===== config.mk =====
export PLATFORM = sky130hd
export DESIGN_NAME = pipe_hazard_ctrl
export DESIGN_NICKNAME = d
export VERILOG_FILES = /design/src/rtl/pipe_ctrl_pkg.sv /design/src/rtl/pipe_fwd_sel.sv /design/src/rtl/pipe_hazard_ctrl.sv
export SDC_FILE = /design/constraint.sdc
export NUM_CORES = 1
export LEC_CHECK = 0
export CAP_MARGIN = 20
export CORE_ASPECT_RATIO = 1.5
export CORE_MARGIN = 2
export CORE_UTILIZATION = 43
export CTS_CLUSTER_SIZE = 12
export DETAILED_ROUTE_END_ITERATION = 10
export GPL_TIMING_DRIVEN = 1
export HOLD_SLACK_MARGIN = 0.15
export PLACE_DENSITY = 0.91
export SLEW_MARGIN = 20
export SYNTH_ARGS = -nofsm -noshare
export SYNTH_HDL_FRONTEND = slang
export SYNTH_SLANG_ARGS = --single-unit

===== constraint.sdc =====
create_clock -name clk -period 4.3 [get_ports clk]
set_input_delay 0.86 -clock clk [delete_from_list [all_inputs] [get_ports clk]]
set_output_delay 0.86 -clock clk [all_outputs]
set_load 0.03 [all_outputs]

===== src/rtl/pipe_ctrl_pkg.sv =====
// Shared definitions for the 5-stage pipeline control slice: stage indices,
// FSM state encoding, forward-select codes and the per-situation stall/bubble patterns.
package pipe_ctrl_pkg;

    localparam int STG_F = 0;
    localparam int STG_D = 1;
    localparam int STG_E = 2;
    localparam int STG_M = 3;
    localparam int STG_W = 4;

    typedef enum logic [1:0] {
        ST_RUN      = 2'b00,
        ST_MEM_WAIT = 2'b01,
        ST_MDU_WAIT = 2'b10,
        ST_FLUSH    = 2'b11
    } state_e;

    localparam logic [1:0] FWD_RF = 2'b00;
    localparam logic [1:0] FWD_E  = 2'b01;
    localparam logic [1:0] FWD_M  = 2'b10;
    localparam logic [1:0] FWD_W  = 2'b11;

    localparam logic [4:0] STG_BIT_F = 5'(1 << STG_F);
    localparam logic [4:0] STG_BIT_D = 5'(1 << STG_D);
    localparam logic [4:0] STG_BIT_E = 5'(1 << STG_E);
    localparam logic [4:0] STG_BIT_M = 5'(1 << STG_M);
    localparam logic [4:0] STG_BIT_W = 5'(1 << STG_W);

    // Memory wait freezes F..M and drains W; MDU wait freezes F..E and drains M.
    localparam logic [4:0] STALL_MEM    = STG_BIT_F | STG_BIT_D | STG_BIT_E | STG_BIT_M;
    localparam logic [4:0] BUBBLE_MEM   = STG_BIT_W;
    localparam logic [4:0] STALL_MDU    = STG_BIT_F | STG_BIT_D | STG_BIT_E;
    localparam logic [4:0] BUBBLE_MDU   = STG_BIT_M;
    localparam logic [4:0] STALL_HAZ    = STG_BIT_F | STG_BIT_D;
    localparam logic [4:0] BUBBLE_HAZ   = STG_BIT_E;
    localparam logic [4:0] BUBBLE_REDIR = STG_BIT_D;
    localparam logic [4:0] BUBBLE_FLUSH = STG_BIT_D | STG_BIT_E | STG_BIT_M;

endpackage


===== src/rtl/pipe_fwd_sel.sv =====
// Per-operand forwarding select and raw producer-match flags.
// Register x0 and unused operands never match anything.
module pipe_fwd_sel
    import pipe_ctrl_pkg::*;
#(
    parameter int REG_AW = 5
) (
    input  logic [REG_AW-1:0] rs,
    input  logic              rs_use,
    input  logic [REG_AW-1:0] e_rd,
    input  logic              e_wen,
    input  logic              e_load,
    input  logic [REG_AW-1:0] m_rd,
    input  logic              m_wen,
    input  logic [REG_AW-1:0] w_rd,
    input  logic              w_wen,
    output logic [1:0]        fwd_sel,
    output logic              e_match,
    output logic              m_match
);

    logic src_ok;
    logic w_match;

    assign src_ok  = rs_use && (rs != '0);
    assign e_match = src_ok && e_wen && (e_rd == rs);
    assign m_match = src_ok && m_wen && (m_rd == rs);
    assign w_match = src_ok && w_wen && (w_rd == rs);

    // A load in E has no data yet, so the select falls through to older producers.
    always_comb begin
        if (e_match && !e_load) fwd_sel = FWD_E;
        else if (m_match)       fwd_sel = FWD_M;
        else if (w_match)       fwd_sel = FWD_W;
        else                    fwd_sel = FWD_RF;
    end

endmodule


===== src/rtl/pipe_hazard_ctrl.sv =====
// Hazard detection, forwarding selects, wait/flush FSM and memory-wait watchdog.
// Optional PIPE_PERF_CNT_EN adds stall-cycle and flush-cycle counters.
module pipe_hazard_ctrl
    import pipe_ctrl_pkg::*;
#(
    parameter int REG_AW   = 5,
    parameter int MAX_WAIT = 15
) (
    input  logic              clk,
    input  logic              rst_n,
    input  logic [REG_AW-1:0] d_rs1_i,
    input  logic [REG_AW-1:0] d_rs2_i,
    input  logic              d_rs1_use_i,
    input  logic              d_rs2_use_i,
    input  logic              d_br_use_i,
    input  logic              d_redirect_i,
    input  logic [REG_AW-1:0] e_rd_i,
    input  logic              e_wen_i,
    input  logic              e_load_i,
    input  logic              e_mdu_start_i,
    input  logic [REG_AW-1:0] m_rd_i,
    input  logic              m_wen_i,
    input  logic              m_load_i,
    input  logic              m_mem_req_i,
    input  logic              m_mem_ready_i,
    input  logic [REG_AW-1:0] w_rd_i,
    input  logic              w_wen_i,
    input  logic              mdu_done_i,
    input  logic              trap_i,
    output logic [4:0]        stall_o,
    output logic [4:0]        bubble_o,
    output logic [1:0]        fwd_rs1_o,
    output logic [1:0]        fwd_rs2_o,
    output logic              flush_o,
    output logic              mem_timeout_o,
    output logic [1:0]        state_o
`ifdef PIPE_PERF_CNT_EN
    ,
    output logic [31:0]       perf_stall_cnt_o,
    output logic [31:0]       perf_flush_cnt_o
`endif
);

    localparam int WD_W = $clog2(MAX_WAIT + 1);
    localparam logic [WD_W-1:0] WD_MAX = WD_W'(MAX_WAIT);

    state_e          state;
    logic            trap_pend;
    logic [WD_W-1:0] wd_cnt;

    logic [1:0] fwd1, fwd2;
    logic       rs1_e_match, rs1_m_match, rs2_e_match, rs2_m_match;
    logic       load_use, br_haz, hazard;
    logic       mem_block, mdu_block, timeout;
    logic [4:0] stall_c, bubble_c;
    logic       flush_c;

    pipe_fwd_sel #(.REG_AW(REG_AW)) u_fwd_rs1 (
        .rs      (d_rs1_i),
        .rs_use  (d_rs1_use_i),
        .e_rd    (e_rd_i),
        .e_wen   (e_wen_i),
        .e_load  (e_load_i),
        .m_rd    (m_rd_i),
        .m_wen   (m_wen_i),
        .w_rd    (w_rd_i),
        .w_wen   (w_wen_i),
        .fwd_sel (fwd1),
        .e_match (rs1_e_match),
        .m_match (rs1_m_match)
    );

    pipe_fwd_sel #(.REG_AW(REG_AW)) u_fwd_rs2 (
        .rs      (d_rs2_i),
        .rs_use  (d_rs2_use_i),
        .e_rd    (e_rd_i),
        .e_wen   (e_wen_i),
        .e_load  (e_load_i),
        .m_rd    (m_rd_i),
        .m_wen   (m_wen_i),
        .w_rd    (w_rd_i),
        .w_wen   (w_wen_i),
        .fwd_sel (fwd2),
        .e_match (rs2_e_match),
        .m_match (rs2_m_match)
    );

    // Branches read operands in D, so any E producer or an M load is too late to forward.
    assign load_use  = (rs1_e_match || rs2_e_match) && e_load_i;
    assign br_haz    = d_br_use_i && ((rs1_e_match || rs2_e_match) ||
                                      ((rs1_m_match || rs2_m_match) && m_load_i));
    assign hazard    = load_use || br_haz;
    assign mem_block = m_mem_req_i && !m_mem_ready_i;
    assign mdu_block = e_mdu_start_i && !mdu_done_i;
    assign timeout   = (state == ST_MEM_WAIT) && (wd_cnt == WD_MAX);

    // NOTE: every output gets a default before the case so no path leaves a latch behind.
    always_comb begin
        stall_c  = '0;
        bubble_c = '0;
        flush_c  = 1'b0;
        unique case (state)
            ST_RUN: begin
                if (trap_i) begin
                    stall_c = '0;
                end else if (mem_block) begin
                    stall_c  = STALL_MEM;
                    bubble_c = BUBBLE_MEM;
                end else if (mdu_block) begin
                    stall_c  = STALL_MDU;
                    bubble_c = BUBBLE_MDU;
                end else if (hazard) begin
                    stall_c  = STALL_HAZ;
                    bubble_c = BUBBLE_HAZ;
                end else if (d_redirect_i) begin
                    bubble_c = BUBBLE_REDIR;
                end
            end
            ST_MEM_WAIT: begin
                if (timeout || (m_mem_ready_i && (trap_pend || trap_i))) begin
                    stall_c = '0;
                end else if (!m_mem_ready_i) begin
                    stall_c  = STALL_MEM;
                    bubble_c = BUBBLE_MEM;
                end else if (hazard) begin
                    stall_c  = STALL_HAZ;
                    bubble_c = BUBBLE_HAZ;
                end else if (d_redirect_i) begin
                    bubble_c = BUBBLE_REDIR;
                end
            end
            ST_MDU_WAIT: begin
                if (trap_i) begin
                    stall_c = '0;
                end else if (!mdu_done_i) begin
                    stall_c  = STALL_MDU;
                    bubble_c = BUBBLE_MDU;
                end else if (hazard) begin
                    stall_c  = STALL_HAZ;
                    bubble_c = BUBBLE_HAZ;
                end else if (d_redirect_i) begin
                    bubble_c = BUBBLE_REDIR;
                end
            end
            ST_FLUSH: begin
                bubble_c = BUBBLE_FLUSH;
                flush_c  = 1'b1;
            end
            default: stall_c = '0;
        endcase
    end

    // Outputs are forced quiet while reset is held, whatever the inputs do.
    assign stall_o       = rst_n ? stall_c : '0;
    assign bubble_o      = rst_n ? bubble_c : '0;
    assign flush_o       = rst_n && flush_c;
    assign mem_timeout_o = rst_n && timeout;
    assign fwd_rs1_o     = rst_n ? fwd1 : FWD_RF;
    assign fwd_rs2_o     = rst_n ? fwd2 : FWD_RF;
    assign state_o       = state;

    // NOTE: sequential state uses non-blocking assignments so every register samples pre-edge values.
    always_ff @(posedge clk or negedge rst_n) begin
        if (!rst_n) begin
            state     <= ST_RUN;
            trap_pend <= 1'b0;
            wd_cnt    <= '0;
        end else begin
            unique case (state)
                ST_RUN: begin
                    wd_cnt <= '0;
                    if (trap_i)         state <= ST_FLUSH;
                    else if (mem_block) state <= ST_MEM_WAIT;
                    else if (mdu_block) state <= ST_MDU_WAIT;
                end
                ST_MEM_WAIT: begin
                    if (timeout) begin
                        state     <= ST_FLUSH;
                        trap_pend <= 1'b0;
                        wd_cnt    <= '0;
                    end else if (m_mem_ready_i) begin
                        state     <= (trap_pend || trap_i) ? ST_FLUSH : ST_RUN;
                        trap_pend <= 1'b0;
                        wd_cnt    <= '0;
                    end else begin
                        wd_cnt <= wd_cnt + 1'b1;
                        if (trap_i) trap_pend <= 1'b1;
                    end
                end
                ST_MDU_WAIT: begin
                    if (trap_i)          state <= ST_FLUSH;
                    else if (mdu_done_i) state <= ST_RUN;
                end
                ST_FLUSH: begin
                    state <= trap_i ? ST_FLUSH : ST_RUN;
                end
                default: state <= ST_RUN;
            endcase
        end
    end

`ifdef PIPE_PERF_CNT_EN
    always_ff @(posedge clk or negedge rst_n) begin
        if (!rst_n) begin
            perf_stall_cnt_o <= '0;
            perf_flush_cnt_o <= '0;
        end else begin
            if (stall_o[STG_F]) perf_stall_cnt_o <= perf_stall_cnt_o + 32'd1;
            if (flush_c)        perf_flush_cnt_o <= perf_flush_cnt_o + 32'd1;
        end
    end
`endif

endmodule


==> impl_metrics.ini <==
[yosys]
synthArstFlopShare = 1.000
syn_area_per_cell_um2 = 7.523
synth_cell_types = 48
synthFlopType = dfrtp_1
synthTopCellsByArea = dfrtp_1, xor2_1, xnor2_1
syn_area_um2 = 1204
syn_inst = 160
yosysTopAreaCell = dfrtp_1
synth-xor-area-share = 0.2183
synth_edf_count = 0
synth_compound_area_frac = 0.2412
ys_warn_count = 0
ys_ff_latch = 7
yosysSeqAreaShare = 0.1455
synth_top_area_frac = 0.1455
synthSimpleGateAreaFrac = 0.3316
synth_top_family_by_area = simple AND/OR/NAND/NOR gates
synth.area.mux_share = 0.008316
synthAdderAreaFrac = 0.01040

[detailed_routing]
vias = 1438
ant_nets = 0
wl_per_cell_um = 14.39
remaining_drc_errors = 0
routed_wl_um = 3741
viasPerCell = 5.531
first_iter_violations = 42
dr.pass1.iters = 4

[flow_run]
maxCapViolCount = 0

[power]
leakagePower_uw = 0.0007472
p_total_uw = 592.0
peakVddDrop_mv = 0.1704
powerDensity_nw_per_um2 = 313.8

[floorplanning]
die_area_um2 = 3247
row_count = 23
dieHeight_um = 68.80
ios = 59
initial_core_util = 0.4497
die_w_um = 47.20
core_region_area_um2 = 2676

[clock_tree]
cts-resized-gates = 4
clkLatencyLatePin_ns = 0.23
numCtsBuffers = 3
cts_hold_buf = 0
clock_path_buffers = 2
cts_setup_buffers = 0
cts_num_sinks = 7
cts-root-buf = clkbuf_8
cts_tree = built
htreeDepth = 1
path_clk_slew_ns = 0.04

[layout]
final_cell_area_um2 = 1887
area_delta_synth_final_pct = 56.76
n_antenna_cell = 0
fillers = 230
drive_gt1_frac = 0.1211
layout.nets = 266
final_core_util = 0.7050

[timing]
fmax_mhz = 240.9
skew_ns = 0.002353
maxSlewViolCount = 0
setup_viol = 0
hold_violations = 0
setup_ws_ns = 0.1496
holdWs_ns = 0.5286
fin_crit_sh = 0.9652
period_minus_slack_ns = 4.150
rsz0062_at_grt = no

[setup_path]
startpoint_type = input port
critPathKind = input port to output pin
required_ns = 3.44
worstPathMaxFanout = 4
critPathArrivalTime_ns = 3.29
end_kind = output pin

[placed_design]
io_buffers = 56
place_area_um2 = 1841
hpwl_um = 3121
globalplace.congestion = 0.8927
pre_cts_ws_ns = -0.01836

[global_route]
track_usage = 0.2514
grt_max_degree = 20
grt_pass1_wl_um = 5906
first_global_vias = 1404
antenna_found_initial = 0
grt_overflow = 0

[min_path]
min_path_type = register to register

[run_status]
status = completed
[stage by stage]
stage | setup TNS [ns] | instances
after floorplan | 0 | 161
after global placement | 0 | 256
after detailed placement | -0.04137 | 256
after CTS | 0 | 260
after global routing | 0 | 260
final | 0 | 260
[kinds of logic (layout without fill, tap and decap cells)]
kind of cell | count (synthesis) | count (layout)
fa+ha+maj | 1 | 1
compound gates | 41 | 41
mux | 1 | 1
buf+inv | 10 | 72
other cells | 1 | 2
xor+xnor | 30 | 30
simple gates | 69 | 69
flops | 7 | 7
[worst paths after layout]
check	start	cells past startpoint	to	slack [ns]
setup / recovery	d_rs2_i[1]	7	fwd_rs2_o[1]	0.15
hold / removal	wd_cnt[0]$_DFFE_PN0P_	1	wd_cnt[0]$_DFFE_PN0P_	0.53
setup reg to reg	state_o[0]$_DFFE_PN0P_	6	state_o[0]$_DFFE_PN0P_	2.26
hold reg to reg	wd_cnt[0]$_DFFE_PN0P_	1	wd_cnt[0]$_DFFE_PN0P_	0.53
max in group asynchronous	rst_n	2	wd_cnt[0]$_DFFE_PN0P_	3.12
min in group asynchronous	rst_n	2	wd_cnt[1]$_DFFE_PN0P_	1.01
[where the power goes]
part / leakage (µW) / internal (µW) / switching [µW] / total, µW
logic: 0.000635 / 167 / 195 / 361
registers: 0.0000893 / 87.7 / 51.0 / 139
clock network: 0.0000228 / 64.1 / 27.7 / 91.8
[cell usage after synthesis, types with 4 or more instances]
| master | number |
|---|---|
| nand2_1 | 10 |
| xnor2_1 | 14 |
| nor3_1 | 5 |
| o21ai_0 | 8 |
| xor2_1 | 16 |
| dfrtp_1 | 7 |
| nor2_1 | 18 |
| nor2b_1 | 4 |
| nand4_1 | 4 |
| a21oi_1 | 7 |
| nand3_1 | 5 |
[critical path: stages]
cell,delay [ns]
clkdlybuf4s50_1,0.52
or4_4,0.59
o21ai_4,0.17
nand4b_2,0.18
buf_4,0.12
o221a_1,0.16
clkdlybuf4s50_1,0.68
[placed cells by master, fill, tap and decap left out, drive strengths merged, types with 2 or more instances in the layout]
cell / Yosys / final
nand4b: 2 / 2
a21boi: 4 / 4
a211oi: 2 / 2
dfrtp: 7 / 7
nand4: 4 / 4
nor4: 4 / 4
dlygate4sd2: 0 / 3
clkdlybuf4s50: 0 / 52
o31ai: 2 / 2
and3: 2 / 2
or4: 2 / 2
nor2b: 4 / 4
nor2: 18 / 18
conb: 1 / 2
o21ai: 13 / 13
or2: 4 / 4
nor3: 7 / 7
o21a: 2 / 2
xnor2: 14 / 14
buf: 4 / 10
xor2: 16 / 16
a31oi: 3 / 3
a21oi: 7 / 7
and2: 3 / 3
clkbuf: 3 / 4
inv: 3 / 3
nand2: 10 / 10
nand2b: 3 / 3
nand3: 5 / 5
[layout make-up]
type	instances	area, µm²	area share
Timing Repair Buffer	65	621.8	0.3296
Multi-Input combinational cell	144	987.2	0.5232
Sequential cell	7	175.2	0.09284
Tap cell	37	46.29	0.02454
Clock buffer	4	45.04	0.02387
Inverter	3	11.26	0.005968
[sequential cells by signal (all words and copies together), names as in the netlist]
register / flops
wd_cnt: 4
state_o: 2
trap_pend: 1
[routing by layer]
metal,share of wire,wire [µm],vias up,track usage
li1,-,-,703,-
met1,0.33,1227,643,0.2409
met2,0.56,2104,78,0.4966
met3,0.075,279,14,0.03906
met4,0.034,129,0,0.1042
met5,0,0,-,0
Note: power is estimated with default switching activity, not from simulation.
